**src/rtl/adc_frame_capture_pkg.sv**
```systemverilog
// Shared definitions for the ADC receive path: FSM encoding and the default bus/divider
// constants also used by the ADC clock/enable driver.
package adc_frame_capture_pkg;

    localparam int DEF_DATA_W = 8;
    localparam int DEF_DIV    = 100;

    typedef enum logic [1:0] {
        ST_IDLE    = 2'd0,
        ST_CAPTURE = 2'd1,
        ST_DRAIN   = 2'd2
    } cap_state_t;

endpackage

```
**src/rtl/adc_frame_capture_if.sv**
```systemverilog
// Sample output stream of the frame capture block: data, valid/ready handshake, last marker.
interface adc_frame_capture_if
    import adc_frame_capture_pkg::*;
#(
    parameter int DATA_W = DEF_DATA_W
);
    logic [DATA_W-1:0] Dout;
    logic              Dout_Valid;
    logic              Dout_Ready;
    logic              Dout_Last;

    modport master (
        output Dout,
        output Dout_Valid,
        output Dout_Last,
        input  Dout_Ready
    );

    modport slave (
        input  Dout,
        input  Dout_Valid,
        input  Dout_Last,
        output Dout_Ready
    );
endinterface

```
**src/rtl/adc_frame_capture_fifo.sv**
```systemverilog
// Single-clock first-word-fall-through FIFO; the head entry is visible whenever not empty.
module sync_fifo_fwft #(
    parameter int WIDTH = 9,
    parameter int DEPTH = 16
) (
    input  logic             clk,
    input  logic             rst_n,
    input  logic             push,
    input  logic [WIDTH-1:0] din,
    input  logic             pop,
    output logic [WIDTH-1:0] dout,
    output logic             empty,
    output logic             full
);
    localparam int AW = $clog2(DEPTH);

    logic [WIDTH-1:0] mem [DEPTH];
    logic [AW-1:0]    wr_ptr_reg;
    logic [AW-1:0]    rd_ptr_reg;
    logic [AW:0]      count_reg;
    logic             do_push;
    logic             do_pop;

    assign empty   = (count_reg == '0);
    assign full    = (count_reg == (AW+1)'(DEPTH));
    assign do_pop  = pop && !empty;
    // A pop on the same edge frees the slot, so a push into a full FIFO is still taken.
    assign do_push = push && (!full || do_pop);

    // Masked head so the bus reads zero while nothing is held.
    assign dout = empty ? '0 : mem[rd_ptr_reg];

    always_ff @(posedge clk) begin
        if (do_push) begin
            mem[wr_ptr_reg] <= din;
        end
    end

    always_ff @(posedge clk or negedge rst_n) begin
        if (!rst_n) begin
            wr_ptr_reg <= '0;
            rd_ptr_reg <= '0;
            count_reg  <= '0;
        end else begin
            if (do_push) begin
                wr_ptr_reg <= wr_ptr_reg + AW'(1);
            end
            if (do_pop) begin
                rd_ptr_reg <= rd_ptr_reg + AW'(1);
            end
            if (do_push && !do_pop) begin
                count_reg <= count_reg + (AW+1)'(1);
            end else if (do_pop && !do_push) begin
                count_reg <= count_reg - (AW+1)'(1);
            end
        end
    end
endmodule

```
**src/rtl/adc_frame_capture.sv**
```systemverilog
// ADC receive front end: generates the ADC sample clock, samples the data bus once per
// period and captures Start-requested frames into a FWFT FIFO streamed out with a last flag.
module adc_frame_capture
    import adc_frame_capture_pkg::*;
#(
    parameter int DATA_W = DEF_DATA_W,
    parameter int DIV    = DEF_DIV,
    parameter int DEPTH  = 16,
    parameter int LEN_W  = 16
) (
    input  logic              clk_100MHz,
    input  logic              Rst,
    output logic              clk_ADC,
    output logic              ADC_En,
    input  logic [DATA_W-1:0] ADC_Data,
    input  logic              Start,
    input  logic [LEN_W-1:0]  Frame_Len,
    adc_frame_capture_if.master dout_if,
    output logic              Busy,
    output logic              Done,
    output logic              Overflow
);
    localparam int CNT_W = $clog2(DIV);

    logic [CNT_W-1:0]  cnt_reg;
    logic              clk_adc_reg;
    logic              adc_en_reg;
    logic              strobe;
    logic [DATA_W-1:0] samp_q;
    logic              samp_pend_reg;

    cap_state_t        state_reg, state_next;
    logic [LEN_W-1:0]  remaining_reg, remaining_next;
    logic              overflow_reg, overflow_next;
    logic              done_reg, done_next;

    logic              fifo_push;
    logic              fifo_last;
    logic              fifo_pop;
    logic [DATA_W:0]   fifo_dout;
    logic              fifo_empty;
    logic              fifo_full;

    // End of the low phase: the bus is stable and clk_ADC rises on this edge.
    assign strobe = (cnt_reg == CNT_W'(DIV-1));

    always_ff @(posedge clk_100MHz or negedge Rst) begin
        if (!Rst) begin
            cnt_reg     <= '0;
            clk_adc_reg <= 1'b0;
            adc_en_reg  <= 1'b1;
        end else begin
            adc_en_reg <= 1'b0;
            if (strobe) begin
                cnt_reg     <= '0;
                clk_adc_reg <= 1'b1;
            end else begin
                cnt_reg <= cnt_reg + CNT_W'(1);
                if (cnt_reg == CNT_W'(DIV/2 - 1)) begin
                    clk_adc_reg <= 1'b0;
                end
            end
        end
    end

    // Strobes only count once the FSM is in CAPTURE; the write follows one edge later.
    always_ff @(posedge clk_100MHz or negedge Rst) begin
        if (!Rst) begin
            samp_q        <= '0;
            samp_pend_reg <= 1'b0;
        end else begin
            if (strobe) begin
                samp_q <= ADC_Data;
            end
            samp_pend_reg <= strobe && (state_reg == ST_CAPTURE);
        end
    end

    always_ff @(posedge clk_100MHz or negedge Rst) begin
        if (!Rst) begin
            state_reg     <= ST_IDLE;
            remaining_reg <= '0;
            overflow_reg  <= 1'b0;
            done_reg      <= 1'b0;
        end else begin
            state_reg     <= state_next;
            remaining_reg <= remaining_next;
            overflow_reg  <= overflow_next;
            done_reg      <= done_next;
        end
    end

    always_comb begin
        state_next     = state_reg;
        remaining_next = remaining_reg;
        overflow_next  = overflow_reg;
        done_next      = 1'b0;
        fifo_push      = 1'b0;
        fifo_last      = 1'b0;
        case (state_reg)
            ST_IDLE: begin
                if (Start) begin
                    overflow_next = 1'b0;
                    if (Frame_Len != '0) begin
                        remaining_next = Frame_Len;
                        state_next     = ST_CAPTURE;
                    end else begin
                        done_next = 1'b1;
                    end
                end
            end
            ST_CAPTURE: begin
                if (samp_pend_reg) begin
                    // A dropped sample still consumes a frame slot to keep frame timing.
                    fifo_push      = 1'b1;
                    fifo_last      = (remaining_reg == LEN_W'(1));
                    remaining_next = remaining_reg - LEN_W'(1);
                    if (fifo_full && !fifo_pop) begin
                        overflow_next = 1'b1;
                    end
                    if (fifo_last) begin
                        state_next = ST_DRAIN;
                    end
                end
            end
            ST_DRAIN: begin
                if (fifo_empty) begin
                    done_next  = 1'b1;
                    state_next = ST_IDLE;
                end
            end
            default: begin
                state_next = ST_IDLE;
            end
        endcase
    end

    assign fifo_pop = dout_if.Dout_Valid && dout_if.Dout_Ready;

    sync_fifo_fwft #(
        .WIDTH (DATA_W + 1),
        .DEPTH (DEPTH)
    ) u_fifo (
        .clk   (clk_100MHz),
        .rst_n (Rst),
        .push  (fifo_push),
        .din   ({fifo_last, samp_q}),
        .pop   (fifo_pop),
        .dout  (fifo_dout),
        .empty (fifo_empty),
        .full  (fifo_full)
    );

    assign dout_if.Dout       = fifo_dout[DATA_W-1:0];
    assign dout_if.Dout_Last  = fifo_dout[DATA_W];
    assign dout_if.Dout_Valid = !fifo_empty;

    assign clk_ADC  = clk_adc_reg;
    assign ADC_En   = adc_en_reg;
    assign Busy     = (state_reg != ST_IDLE);
    assign Done     = done_reg;
    assign Overflow = overflow_reg;
endmodule

```
**src/flat_wrapper.sv**
```systemverilog
// flat-port wrapper written by rule: the top's interface ports become plain ports
module adc_frame_capture_flat import adc_frame_capture_pkg::*;
#(
    parameter int DATA_W = DEF_DATA_W,
    parameter int DIV    = DEF_DIV,
    parameter int DEPTH  = 16,
    parameter int LEN_W  = 16
)
  (clk_100MHz, Rst, clk_ADC, ADC_En, ADC_Data, Start, Frame_Len, Busy, Done, Overflow, dout_if_Dout, dout_if_Dout_Valid, dout_if_Dout_Last, dout_if_Dout_Ready);
  adc_frame_capture_if #(.DATA_W(DATA_W)) dout_if_i ();
  input  logic clk_100MHz;
  input  logic Rst;
  output logic clk_ADC;
  output logic ADC_En;
  input  logic [DATA_W-1:0] ADC_Data;
  input  logic Start;
  input  logic [LEN_W-1:0] Frame_Len;
  output logic Busy;
  output logic Done;
  output logic Overflow;
  output wire logic [$bits(dout_if_i.Dout)-1:0] dout_if_Dout;
  output wire logic [$bits(dout_if_i.Dout_Valid)-1:0] dout_if_Dout_Valid;
  output wire logic [$bits(dout_if_i.Dout_Last)-1:0] dout_if_Dout_Last;
  input wire logic [$bits(dout_if_i.Dout_Ready)-1:0] dout_if_Dout_Ready;
  assign dout_if_Dout = dout_if_i.Dout;
  assign dout_if_Dout_Valid = dout_if_i.Dout_Valid;
  assign dout_if_Dout_Last = dout_if_i.Dout_Last;
  assign dout_if_i.Dout_Ready = dout_if_Dout_Ready;
  adc_frame_capture #(.DATA_W(DATA_W), .DIV(DIV), .DEPTH(DEPTH), .LEN_W(LEN_W)) u_core (.clk_100MHz(clk_100MHz), .Rst(Rst), .clk_ADC(clk_ADC), .ADC_En(ADC_En), .ADC_Data(ADC_Data), .Start(Start), .Frame_Len(Frame_Len), .dout_if(dout_if_i), .Busy(Busy), .Done(Done), .Overflow(Overflow));
endmodule
```
**config.mk**
```make
export PLATFORM = sky130hd
export DESIGN_NAME = adc_frame_capture_flat
export DESIGN_NICKNAME = d
export VERILOG_FILES = /design/src/rtl/adc_frame_capture_pkg.sv /design/src/rtl/adc_frame_capture_if.sv /design/src/rtl/adc_frame_capture_fifo.sv /design/src/rtl/adc_frame_capture.sv /design/src/flat_wrapper.sv
export SDC_FILE = /design/constraint.sdc
export NUM_CORES = 1
export LEC_CHECK = 0
export CORE_AREA = 4 4 130 132
export CTS_BUF_LIST = sky130_fd_sc_hd__clkbuf_4 sky130_fd_sc_hd__clkbuf_8
export CTS_CLUSTER_SIZE = 30
export DETAILED_ROUTE_END_ITERATION = 8
export DIE_AREA = 0 0 134 136
export MAX_ROUTING_LAYER = met4
export PLACE_DENSITY = 0.73
export RECOVER_POWER = 25
export SETUP_SLACK_MARGIN = 0.3
export SKIP_CTS_REPAIR_TIMING = 1
export SYNTH_ARGS = -nofsm -noshare
export SYNTH_HDL_FRONTEND = slang
export SYNTH_HIERARCHICAL = 1
export SYNTH_SLANG_ARGS = --single-unit
```
**constraint.sdc**
```tcl
create_clock -name clk_100MHz -period 4 [get_ports clk_100MHz]
set_input_delay 0.8 -clock clk_100MHz [delete_from_list [all_inputs] [get_ports clk_100MHz]]
set_output_delay 0.8 -clock clk_100MHz [all_outputs]
set_load 0.01 [all_outputs]
```
# --- After elaboration in Yosys (flattened, before gate mapping) ---
# Memories as Yosys holds them, arrays and structs flattened.
# Cells that the tools add are included.
totals:
  regBits: 51
  ram_bits: 144
  inputBits: 28
  output_inout_bits: 15
  word_cells: 84
  memories: 1
op_classes:
  addsub: 6
  n_eq_ne: 12
  mux: 30
  reduce_logical: 23
memory_table:
  columns: ["memory", "depth", "width", "read_ports", "rd_ports_with_merged_regs", "write_ports", "line_no", "source"]
  rows:
  - ["u_core.u_fifo.mem", 16, 9, 1, 0, 1, "adc_frame_capture_fifo.sv:17", "logic [WIDTH-1:0] mem [DEPTH];"]
ops:
  columns: ["operator", "n"]
  rows:
  - ["$mux 16", 3]
  - ["$pmux 16 s2", 1]
  - ["$eq 16x1->1 const B", 1]
  - ["$reduce_bool 16->1", 1]
  - ["$sub 16x1->16 const B", 1]
  - ["$mux 1", 14]
  - ["$mux 2", 5]
  - ["$mux 5", 2]
  - ["$mux 9", 1]
  - ["$add 4x1->4 const B", 2]
  - ["$reduce_and 4->1", 2]
  - ["$reduce_bool 2->1", 4]
  - ["$add 7x1->7 const B", 1]
  - ["$eq 7x6->1 const B", 1]
  - ["$eq 7x7->1 const B", 1]
  - ["$logic_and 1x1->1", 7]
  - ["$mux 7", 1]
  - ["$ne 2x1->1 const B", 3]
  - ["$ne 2x2->1 const B", 3]
  - ["$pmux 2 s3", 1]
  - ["$add 5x1->5 const B", 1]
  - ["$eq 5x5->1 const B", 1]
  - ["$logic_not 1->1", 5]
  - ["$logic_not 5->1", 1]
  - ["other kinds (7)", 8]

# --- Depth between registers and ports, before layout ---
# Gate-level depths: netlist of the first run.
depth:
  depth_word: 10
  depth_mapped: 14
  mapped_depth_nobuf: 13

# --- Cells and area by module ---
# Netlist of the first run, hierarchy kept.
modules_own_cells:
  columns: ["module", "n_inst", "cells_each", "area_each_um2", "seq_area_each_um2"]
  rows:
  - ["sync_fifo_fwft", 1, 323, 6467.5, 4649.5]
  - ["adc_frame_capture", 1, 228, 2097.0, 952.2]

# --- Least setup slack after synthesis of the first run ---
# No wires, ideal clock.
synth_timing:
  path_kind: "register -> register"
  start: "register u_core.u_fifo.count_reg[0]"
  end: "register u_core.u_fifo.count_reg[4]"
  setup_ns: 0.136
  t_arrival_ns: 3.078
  required_ns: 3.864
  slack_ns: 0.786
  stages_incl_launch_ff: 14
  n_path_buf: 1
  period_less_slack_ns: 3.214
  path_cell_list: "dfrtp_1 > nor4_2 > nand2b_2 > buf_1 > inv_1 > nor2b_1 > inv_1 > a31oi_2 > ha_1 > inv_1 > fa_1 > a21o_1 > a2111oi_0 > o31ai_1"
synth_between:
  elab_chain_len: 9
  word_cells_on_any_way: 17
  cone_classes: "add/sub: 2; eq/ne: 1; mux: 2; reduce/logical: 12"
synth_rtl:
  columns: ["element", "line_no", "source"]
  rows:
  - ["start, declared", "adc_frame_capture_fifo.sv:20", "logic [AW:0] count_reg;"]
  - ["start signal, assigned", "adc_frame_capture_fifo.sv:52", "count_reg <= count_reg + (AW+1)'(1);"]
  - ["start signal, assigned", "adc_frame_capture_fifo.sv:54", "count_reg <= count_reg - (AW+1)'(1);"]
  - ["$logic_not 5->1 (*)", "adc_frame_capture_fifo.sv:24", "assign empty = (count_reg == '0);"]
  - ["named net u_core.fifo_empty", "adc_frame_capture.sv:41", "logic fifo_empty;"]
  - ["$logic_not 1->1 (*)", "adc_frame_capture.sv:156", "assign dout_if.Dout_Valid = !fifo_empty;"]
  - ["$logic_and 1x1->1 (*)", "adc_frame_capture.sv:138", "assign fifo_pop = dout_if.Dout_Valid && dout_if.Dout_Ready;"]
  - ["named net u_core.fifo_pop", "adc_frame_capture.sv:39", "logic fifo_pop;"]
  - ["$logic_and 1x1->1 (*)", "adc_frame_capture_fifo.sv:26", "assign do_pop = pop && !empty;"]
  - ["$logic_or 1x1->1 (*)", "adc_frame_capture_fifo.sv:28", "assign do_push = push && (!full || do_pop);"]
  - ["$logic_and 1x1->1 (*)", "adc_frame_capture_fifo.sv:28", null]
  - ["named net u_core.u_fifo.do_push", "adc_frame_capture_fifo.sv:21", "logic do_push;"]
  - ["$logic_not 1->1", "adc_frame_capture_fifo.sv:53", "end else if (do_pop && !do_push) begin"]
  - ["$logic_and 1x1->1", "adc_frame_capture_fifo.sv:53", null]
  - ["$reduce_bool 2->1 (no line)", null, null]
# Mark *: on every way through the listed nets, which the timed path passes. The rest lies on a longest branch. The select of a mux whose other input is x is not followed.
# A chain may end at the register's enable or synchronous reset.

# --- Worst setup path in the final report of the first run ---
layout_timing:
  start: "register u_core.u_fifo.rd_ptr_reg[1]"
  end: "output port dout_if_Dout[3]"
layout_between:
  elab_chain_len: 2
layout_rtl:
  columns: ["element", "line_no", "source"]
  rows:
  - ["start, declared", "adc_frame_capture_fifo.sv:19", "logic [AW-1:0] rd_ptr_reg;"]
  - ["start signal, assigned", "adc_frame_capture_fifo.sv:49", "rd_ptr_reg <= rd_ptr_reg + AW'(1);"]
  - ["$mem_v2 16x9", null, null]
  - ["$mux 9", "adc_frame_capture_fifo.sv:31", "assign dout = empty ? '0 : mem[rd_ptr_reg];"]
  - ["end, declared", "flat_wrapper.sv:21", "output wire logic [$bits(dout_if_i.Dout)-1:0] dout_if_Dout;"]
# No other way between the ends.

==> flow_metrics.tcl, run 1 <==
set metrics [dict create \
    end_kind "primary output" \
    crit_type "flop to primary output" \
    slew_violations 0 \
    ctsHtreeMaxLevel 4 \
    diodes 0 \
    ys_top_cells_by_area "edfxtp_1 (50%), dfrtp_1 (15%), mux4_1 (5.5%)" \
    wire_per_inst_um 19.68 \
    maxSlewHeadroom 0.3921 \
    slowest_stage "mux4_1" \
    period_share 0.8915 \
    finClkSkew_ns 0.007816 \
    synth-edff-count 144 \
    finalHoldViolCount 0 \
    vias 4926 \
    nets 650 \
    drive_gt1_frac 0.1723 \
    cts_tree "done" \
    synth_ff_type "edfxtp_1" \
    num-fill-cells 1159 \
    track_usage 0.1946 \
    drt_first_pass_iters 5 \
    grt_overflow 0 \
    fin_crit_ns 3.566 \
    crit_required_ns 3.20 \
    die_x_um 134 \
    first_iter_violations 388 \
    fmax_ghz 0.2804 \
    finalSetupTns_ns 0 \
    io_pins 43 \
    layout_common_cells "edfxtp_1 (144), dfrtp_1 (49), clkdlybuf4s50_1 (41), a21oi_1 (33), nor2_1 (32)" \
    synth.top_cell.area_share 0.5049 \
    ys_seq_elements 195 \
    placed_cells 804 \
    netlist_area_sq_um 8564 \
    crit_chain "buf_12, mux4_1, mux2_2, o21ai_2, a21oi_1, clkdlybuf4s50_1" \
    async_flop_share 0.2615 \
    start_util 0.5451 \
    core_sq_um 15710 \
    wirelength_um 16470 \
    status "completed" \
    hold_class "primary input to async pin" \
    leakage_uw 0.003843 \
    clockBufferDepth 2 \
    critPathMaxFanout 18 \
    setup_viol 0 \
    ir_worst_vdd_v 0.0002847 \
    dieArea_sq_um 18220 \
    crit_family "multiplexers" \
    maxCapViolCount 0 \
    num_rows 46 \
    antenna_left 0 \
    post-route-drc-count 0 \
    synth.avg_cell_area_sq_um 15.54 \
    antenna_found_initial 0 \
    power_density_nw_per_um2 502.5 \
    vias_per_cell 5.885 \
    final_cell_count_no_fill 837 \
    syn_inst 551 \
    critPathBufInv 2 \
    clk_latency_ns 0.45 \
    worstMarginPinSlew_ns 0.9100 \
    clk_pin_slew_ns 0.09 \
    die_height_um 136 \
    synth.yosys.warnings 6 \
    grt_max_degree 37 \
    cts_root_buf "clkbuf_8" \
    rsz0062_at_grt "no" \
    placed_cell_area_sq_um 9278 \
    design_area_sq_um 9688 \
    synth_cell_types 63 \
    startpoint_type "flop" \
    synth_top_area_cell "edfxtp_1" \
    cts.sinks 195 \
    ys_seq_area_frac 0.6541 \
    syn_nets 593 \
    io_buffers 42 \
    grt_pass1_wl_um 26230 \
    cts_made_buffers 17 \
    hpwl_um 10860 \
    gp_congestion 0.8454 \
    critPathArrivalTime_ns 2.77 \
    layout_commonest_cell "edfxtp_1" \
    critPathMaxStageDelay_ns 0.57 \
    area_delta_synth_final_pct 13.12 \
    largest_register_ffs 144 \
    grt_pass1_vias 4839 \
]
==> layout make-up <==
class / count / area (sq um) / area share
clock buffer: 19 / 249.0 / 0.02570
clock inverter: 13 / 136.4 / 0.01408
inverter: 11 / 41.29 / 0.004262
multi-input combinational: 316 / 2744 / 0.2832
sequential: 195 / 5603 / 0.5783
tap: 216 / 270.3 / 0.02790
timing repair buffer: 67 / 644.4 / 0.06651
==> cell usage after synthesis, types with 9 or more instances <==
master    count
a21oi_1      33
clkbuf_1      9
dfrtp_1      50
edfxtp_1    144
ha_1         13
inv_1        11
mux2_2       19
mux2i_1      11
mux4_1       18
mux4_2       18
nand2_1      30
nand3_1      17
nor2_1       32
nor3_1       14
o21ai_0      19
xnor2_1      11
==> logic make-up after synthesis <==
group           count (synthesis)  synth area share
flops                         195            0.6541
buf+inv                        40           0.02630
other cells                     1         0.0004379
fa+ha+maj                      14           0.02133
simple gates                  134           0.08269
compound gates                 89           0.06253
mux                            66            0.1404
xor+xnor                       12           0.01227
==> worst register-to-register path, delay by kind of cell, from the launching register on <==
kind	cells	cell delay, ns
buffers and inverters	2	0.33
flip-flops	1	0.46
AND/OR/NAND/NOR	4	1.03
AO/OA/AOI/OAI	3	0.78
adder cells (fa/ha/maj)	2	0.66
==> per-stage QoR <==
step | util | hold slack, ns | setup slack, ns | total power [uW]
2_1_floorplan | - | 0.4608 | 0.7856 | 3342
3_3_place_gp | 0.5905 | 0.4686 | 0.5337 | 3628
3_5_place_dp | 0.5905 | 0.4787 | 0.4772 | 3667
4_1_cts | 0.6150 | 0.2402 | 0.3565 | 4880
5_1_grt | 0.6166 | 0.5046 | 0.3531 | 5109
6_report | 0.6166 | 0.4305 | 0.4341 | 4868
==> power breakdown <==
part / switching (uW) / total (uW) / internal (uW)
clock: 652 / 1220 / 568
combinational: 576 / 1170 / 590
sequential: 216 / 2480 / 2270
==> worst paths after layout <==
| kind | from | to | slack (ns) | depth (start not counted) |
|---|---|---|---|---|
| setup / recovery | u_core/u_fifo/rd_ptr_reg[1]$_DFFE_PN0P_ | dout_if_Dout[3] | 0.43 | 6 |
| setup reg to reg | u_core/u_fifo/count_reg[0]$_DFFE_PN0P_ | u_core/u_fifo/count_reg[4]$_DFFE_PN0P_ | 0.62 | 11 |
| max in group asynchronous | Rst | u_core/ADC_En$_DFF_PN1_ | 2.56 | 2 |
| hold reg to reg | u_core/u_fifo/rd_ptr_reg[3]$_DFFE_PN0P_ | u_core/u_fifo/rd_ptr_reg[3]$_DFFE_PN0P_ | 0.49 | 1 |
| hold / removal | Rst | u_core/remaining_reg[4]$_DFFE_PN0P_ | 0.43 | 1 |
| min in group clk_100MHz | u_core/u_fifo/rd_ptr_reg[3]$_DFFE_PN0P_ | u_core/u_fifo/rd_ptr_reg[3]$_DFFE_PN0P_ | 0.49 | 1 |
==> per-layer routing <==
| layer | vias up | track usage | share of wire |
|---|---|---|---|
| met5 | - | - | 0 |
| met4 | 0 | 0.04286 | 0.0073 |
| met3 | 14 | 0.03812 | 0.046 |
| met2 | 138 | 0.3184 | 0.51 |
| met1 | 2522 | 0.2576 | 0.44 |
| li1 | 2252 | - | - |
Note: power is estimated with default switching activity, not from simulation.
==> inputs of run 2 (changes only) <==
--- a/config.mk
+++ b/config.mk
@@ -13,6 +13,7 @@
 export MAX_ROUTING_LAYER = met4
 export PLACE_DENSITY = 0.73
 export RECOVER_POWER = 25
+export REMOVE_ABC_BUFFERS = 1
 export SETUP_SLACK_MARGIN = 0.3
 export SKIP_CTS_REPAIR_TIMING = 1
 export SYNTH_ARGS = -nofsm -noshare
==> run 2 against run 1 <==
  * The flow now finishes with violations (capacitance limit, slew limit)
  * Maximum frequency decreased by 0.18%
  * Routed wire length about the same
  * Sequential power barely moved
  * Clock power decreased by 5%
  * Non-clock buffer count increased by 1
  * Cell count increased by 0.12%
  * Register-to-register slack improved by 0.12 ns
  * Worst setup slack worse by 0.0063 ns
  * First-iteration DRC count is 4.4% higher
  * Largest cell class unchanged
  * Largest power group unchanged
==> flow_metrics.tcl, run 2 (synthesis results as in run 1) <==
set metrics [dict create \
    cp-endpoint "dout_if_Dout[1]" \
    status "finished, violations left" \
    cts_tree "done" \
    wirelength_um 16480 \
    finalHoldViolCount 0 \
    grt_pass1_vias 4947 \
    grt_max_degree 37 \
    track_usage 0.1977 \
    layout_common_cells "edfxtp_1 (144), dfrtp_1 (49), clkdlybuf4s50_1 (41), a21oi_1 (33), nor2_1 (32)" \
    critPathMaxFanout 23 \
    dieArea_sq_um 18220 \
    hold_class "flop to flop" \
    r2r-end "u_core/u_fifo/count_reg[4]$_DFFE_PN0P_" \
    nets 651 \
    diodes 0 \
    die_height_um 136 \
    seqCellArea_sq_um 5603 \
    core_sq_um 15710 \
    io_pins 43 \
    vias 4862 \
    grt_pass1_wl_um 26430 \
    crit_family "multiplexers" \
    area_delta_synth_final_pct 12.65 \
    preCtsSetupSlack_ns 0.2365 \
    crit_chain "buf_12, mux4_1, mux2_2, o21ai_1, a21oi_1, clkdlybuf4s50_1" \
    slew_violations 37 \
    worstMarginPinSlew_ns 2.006 \
    multi_input_comb_area_sq_um 2744 \
    crit_type "flop to primary output" \
    setup_viol 0 \
    die_x_um 134 \
    maxSlewHeadroom -0.3371 \
    layout_commonest_cell "edfxtp_1" \
    wire_per_inst_um 19.66 \
    startpoint_type "flop" \
    crit_required_ns 3.20 \
    largest_register_ffs 144 \
    end_kind "primary output" \
    crit_path_start "u_core/u_fifo/rd_ptr_reg[1]$_DFFE_PN0P_" \
    io_buffers 42 \
    clockBufferDepth 2 \
    fmax_ghz 0.2799 \
    drt_first_pass_iters 5 \
    gp_congestion 0.8635 \
    hpwl_um 10730 \
    fin_crit_ns 3.572 \
    critPathBufInv 2 \
    start_util 0.5451 \
    critPathArrivalTime_ns 2.77 \
    antenna_left 0 \
    cts_root_buf "clkbuf_8" \
    num-fill-cells 1172 \
    ctsHtreeMaxLevel 4 \
    finClkSkew_ns 0.01346 \
    clk_pin_slew_ns 0.09 \
    ir_worst_vdd_v 0.0002879 \
    cts_made_buffers 17 \
    grt_overflow 0 \
    clk_latency_ns 0.46 \
    reg2reg_slack_ns 0.74 \
    vias_per_cell 5.802 \
    slowest_stage "mux4_1" \
    rr_worst_depth 13 \
    maxCapViolCount 1 \
    rsz0062_at_grt "no" \
    setup_ws_ns 0.4279 \
    r2r_start "u_core/u_fifo/count_reg[0]$_DFFE_PN0P_" \
    leakage_uw 0.003825 \
    post-route-drc-count 0 \
    period_share 0.8930 \
    first_iter_violations 405 \
    cts.sinks 195 \
    crit_cells 6 \
    finalSetupTns_ns 0 \
    power_density_nw_per_um2 498.6 \
    num_rows 46 \
    antenna_found_initial 0 \
    critPathMaxStageDelay_ns 0.57 \
    violations "capacitance limit, slew limit" \
    drive_gt1_frac 0.1704 \
]
run 2: routing by layer:
metal  vias up  routed length [um]  track usage
met4         0                 208      0.06343
met5         -                   0            -
met3        19                 628      0.03294
met1      2447                7109       0.2532
met2       142                8531       0.3273
li1       2254                   -            -
run 2: power by group:
part	switching, uW	leakage, uW	total, uW	internal (uW)
Sequential	212	0.00231	2480	2270
Clock	665	0.000175	1160	493
Combinational	597	0.00134	1170	577
Total	1470	0.00382	4810	3340
run 2: cell type report:
type                       count  area share
timing repair buffer          68     0.06575
multi-input combinational    316      0.2844
inverter                      11    0.004280
tap                          216     0.02801
sequential                   195      0.5807
clock inverter                14     0.01180
clock buffer                  18     0.02503
run 2: metrics by stage:
step / utilization / area, sq um / instances / hold WS (ns) / total power (uW)
CTS: 0.6128 / 9628 / 837 / 0.4325 / 4822
detailed placement: 0.5901 / 9273 / 805 / 0.4960 / 3673
global placement: 0.5901 / 9273 / 805 / 0.4626 / 3626
finish: 0.6140 / 9648 / 838 / 0.5044 / 4811
floorplan: - / 8381 / 522 / 0.4608 / 3232
global route: 0.6140 / 9648 / 838 / 0.5256 / 5060
run 2: worst min-delay path by stage:
stage	start	to	slack [ns]	cells after the start
4_1_cts	Rst	u_core/remaining_reg[8]$_DFFE_PN0P_	0.43	1
3_5_place_dp	u_core/cnt_reg[0]$_DFF_PN0_	u_core/cnt_reg[0]$_DFF_PN0_	0.50	1
5_1_grt	u_core/clk_ADC$_DFFE_PN0P_	u_core/clk_ADC$_DFFE_PN0P_	0.53	1
6_report	u_core/cnt_reg[0]$_DFF_PN0_	u_core/cnt_reg[0]$_DFF_PN0_	0.50	1
2_1_floorplan	u_core/cnt_reg[0]$_DFF_PN0_	u_core/cnt_reg[0]$_DFF_PN0_	0.46	1
3_3_place_gp	u_core/clk_ADC$_DFFE_PN0P_	u_core/clk_ADC$_DFFE_PN0P_	0.46	1
run 2: worst reg2reg max path, cell delays in order, from the launching register on:
cell	delay [ns]
dfrtp_1	0.46
nor4_2	0.46
nand2b_2	0.11
inv_1	0.12
nor2b_1	0.11
inv_1	0.08
a31oi_2	0.08
buf_4	0.18
ha_1	0.25
inv_1	0.19
ha_1	0.31
a21o_1	0.21
a2111oi_0	0.44
o31ai_1	0.15
==> inputs of run 3 (changes only) <==
--- a/config.mk
+++ b/config.mk
@@ -5,11 +5,11 @@
 export SDC_FILE = /design/constraint.sdc
 export NUM_CORES = 1
 export LEC_CHECK = 0
-export CORE_AREA = 4 4 130 132
+export CORE_AREA = 2 2 128 130
 export CTS_BUF_LIST = sky130_fd_sc_hd__clkbuf_4 sky130_fd_sc_hd__clkbuf_8
 export CTS_CLUSTER_SIZE = 30
 export DETAILED_ROUTE_END_ITERATION = 8
-export DIE_AREA = 0 0 134 136
+export DIE_AREA = 0 0 130 132
 export MAX_ROUTING_LAYER = met4
 export PLACE_DENSITY = 0.73
 export RECOVER_POWER = 25
==> run 3 against run 2 <==
  * Worst hold slack worse by 0.014 ns
  * Global-route usage is 1.3 points higher
  * Cell count is 0.24% higher
  * The flow still finishes with violations (capacitance limit, slew limit)
  * Critical path depth stayed put
  * Critical path type unchanged
  * Non-clock buffer count is 2 higher
  * Highest routed layer unchanged
==> flow_metrics.tcl, run 3 (synthesis results as in run 1) <==
set metrics [dict create \
    area_delta_synth_final_pct 13.09 \
    antenna_found_initial 0 \
    cts_root_buf "clkbuf_8" \
    slowest_stage "mux4_1" \
    core_sq_um 15710 \
    crit_required_ns 3.20 \
    io_pins 43 \
    period_share 0.8882 \
    end_kind "primary output" \
    largest_register_ffs 144 \
    num-fill-cells 1152 \
    clockBufferDepth 2 \
    setup_ws_ns 0.4473 \
    fmax_ghz 0.2815 \
    grt_pass1_wl_um 26300 \
    critPathArrivalTime_ns 2.75 \
    num_rows 46 \
    die_height_um 132 \
    gp_congestion 0.8090 \
    wirelength_um 16330 \
    maxSlewHeadroom -0.3589 \
    maxCapViolCount 1 \
    r2r-end "u_core/u_fifo/count_reg[4]$_DFFE_PN0P_" \
    critPathBufInv 2 \
    cts_made_buffers 17 \
    dieArea_sq_um 17160 \
    finClkSkew_ns 0.01260 \
    finalSetupTns_ns 0 \
    finalHoldViolCount 0 \
    power_density_nw_per_um2 505.8 \
    leakage_uw 0.003845 \
    diodes 0 \
    crit_family "multiplexers" \
    setup_viol 0 \
    drt_first_pass_iters 5 \
    r2r_start "u_core/u_fifo/count_reg[0]$_DFFE_PN0P_" \
    crit_chain "buf_12, mux4_1, mux2_2, o21ai_1, a21oi_1, clkdlybuf4s50_1" \
    min_to "u_core/clk_ADC$_DFFE_PN0P_" \
    holdPathStages 1 \
    layout_common_cells "edfxtp_1 (144), dfrtp_1 (49), clkdlybuf4s50_1 (41), a21oi_1 (33), nor2_1 (32)" \
    nets 653 \
    grt_pass1_vias 4931 \
    slew_violations 37 \
    start_util 0.5451 \
    crit_path_start "u_core/u_fifo/rd_ptr_reg[1]$_DFFE_PN0P_" \
    ir_worst_vdd_v 0.0003519 \
    critPathMaxStageDelay_ns 0.60 \
    layout_commonest_cell "edfxtp_1" \
    fin_crit_ns 3.553 \
    status "finished, violations left" \
    hpwl_um 10670 \
    total_power_uw 4899 \
    crit_type "flop to primary output" \
    die_x_um 130 \
    vias 4869 \
    io_buffers 42 \
    final_util 0.6164 \
    vias_per_cell 5.796 \
    rsz0062_at_grt "no" \
    track_usage 0.2111 \
    startpoint_type "flop" \
    critPathMaxFanout 30 \
    cts.sinks 195 \
    reg2reg_slack_ns 0.84 \
    antenna_left 0 \
    first_iter_violations 387 \
    clk_latency_ns 0.47 \
    wire_per_inst_um 19.44 \
    worstHoldStart "u_core/clk_ADC$_DFFE_PN0P_" \
    drive_gt1_frac 0.1715 \
    ctsHtreeMaxLevel 4 \
    cts_tree "done" \
    post-route-drc-count 0 \
    grt_overflow 0 \
    rr_worst_depth 13 \
    violations "capacitance limit, slew limit" \
    grt_max_degree 37 \
    worstMarginPinSlew_ns 2.038 \
    clk_pin_slew_ns 0.10 \
    hold_class "flop to flop" \
    preCtsSetupSlack_ns 0.3374 \
]
[run 3: changes by cell type in the layout (fill, tap and decap cells not counted), sizes merged]
cell	previous run	this run
buf	26	28
bufinv	1	2
clkbuf	19	18
clkinv	9	7
clkinvlp	3	2
inv	12	15
[run 3: where the power goes]
part / leakage [uW] / switching [uW] / internal (uW)
sequential: 0.00231 / 229 / 2270
clock: 0.000191 / 695 / 561
combinational: 0.00134 / 570 / 578
total: 0.00385 / 1490 / 3400
[run 3: how the worst max path moves through the flow]
stage | to | cells past startpoint
finish | dout_if_Dout[4] | 6
CTS | dout_if_Dout[1] | 6
detailed placement | u_core/u_fifo/count_reg[4]$_DFFE_PN0P_ | 11
global route | dout_if_Dout[1] | 6
global placement | u_core/u_fifo/count_reg[4]$_DFFE_PN0P_ | 11
floorplan | u_core/u_fifo/count_reg[4]$_DFFE_PN0P_ | 9
[run 3: per-layer routing]
metal,vias up,track usage,share of wire
li1,2257,-,-
met1,2449,0.2594,0.43
met2,140,0.3557,0.52
met3,23,0.04018,0.038
met4,0,0.06392,0.016
met5,-,-,0
[run 3: final cells by class]
| class | count | area [sq um] | share of cell area |
|---|---|---|---|
| timing repair buffer | 70 | 636.9 | 0.06575 |
| multi-input combinational | 316 | 2744 | 0.2833 |
| sequential | 195 | 5603 | 0.5785 |
| clock buffer | 17 | 234.0 | 0.02416 |
| tap | 216 | 270.3 | 0.02790 |
| inverter | 11 | 41.29 | 0.004263 |
| clock inverter | 15 | 156.4 | 0.01615 |
[run 3: per-stage QoR]
step	instance area [sq um]	hold slack, ns	instances
2_1_floorplan	8381	0.4608	522
3_3_place_gp	9275	0.4619	807
3_5_place_dp	9275	0.4745	807
4_1_cts	9666	0.4300	839
5_1_grt	9686	0.5137	840
6_report	9686	0.4900	840
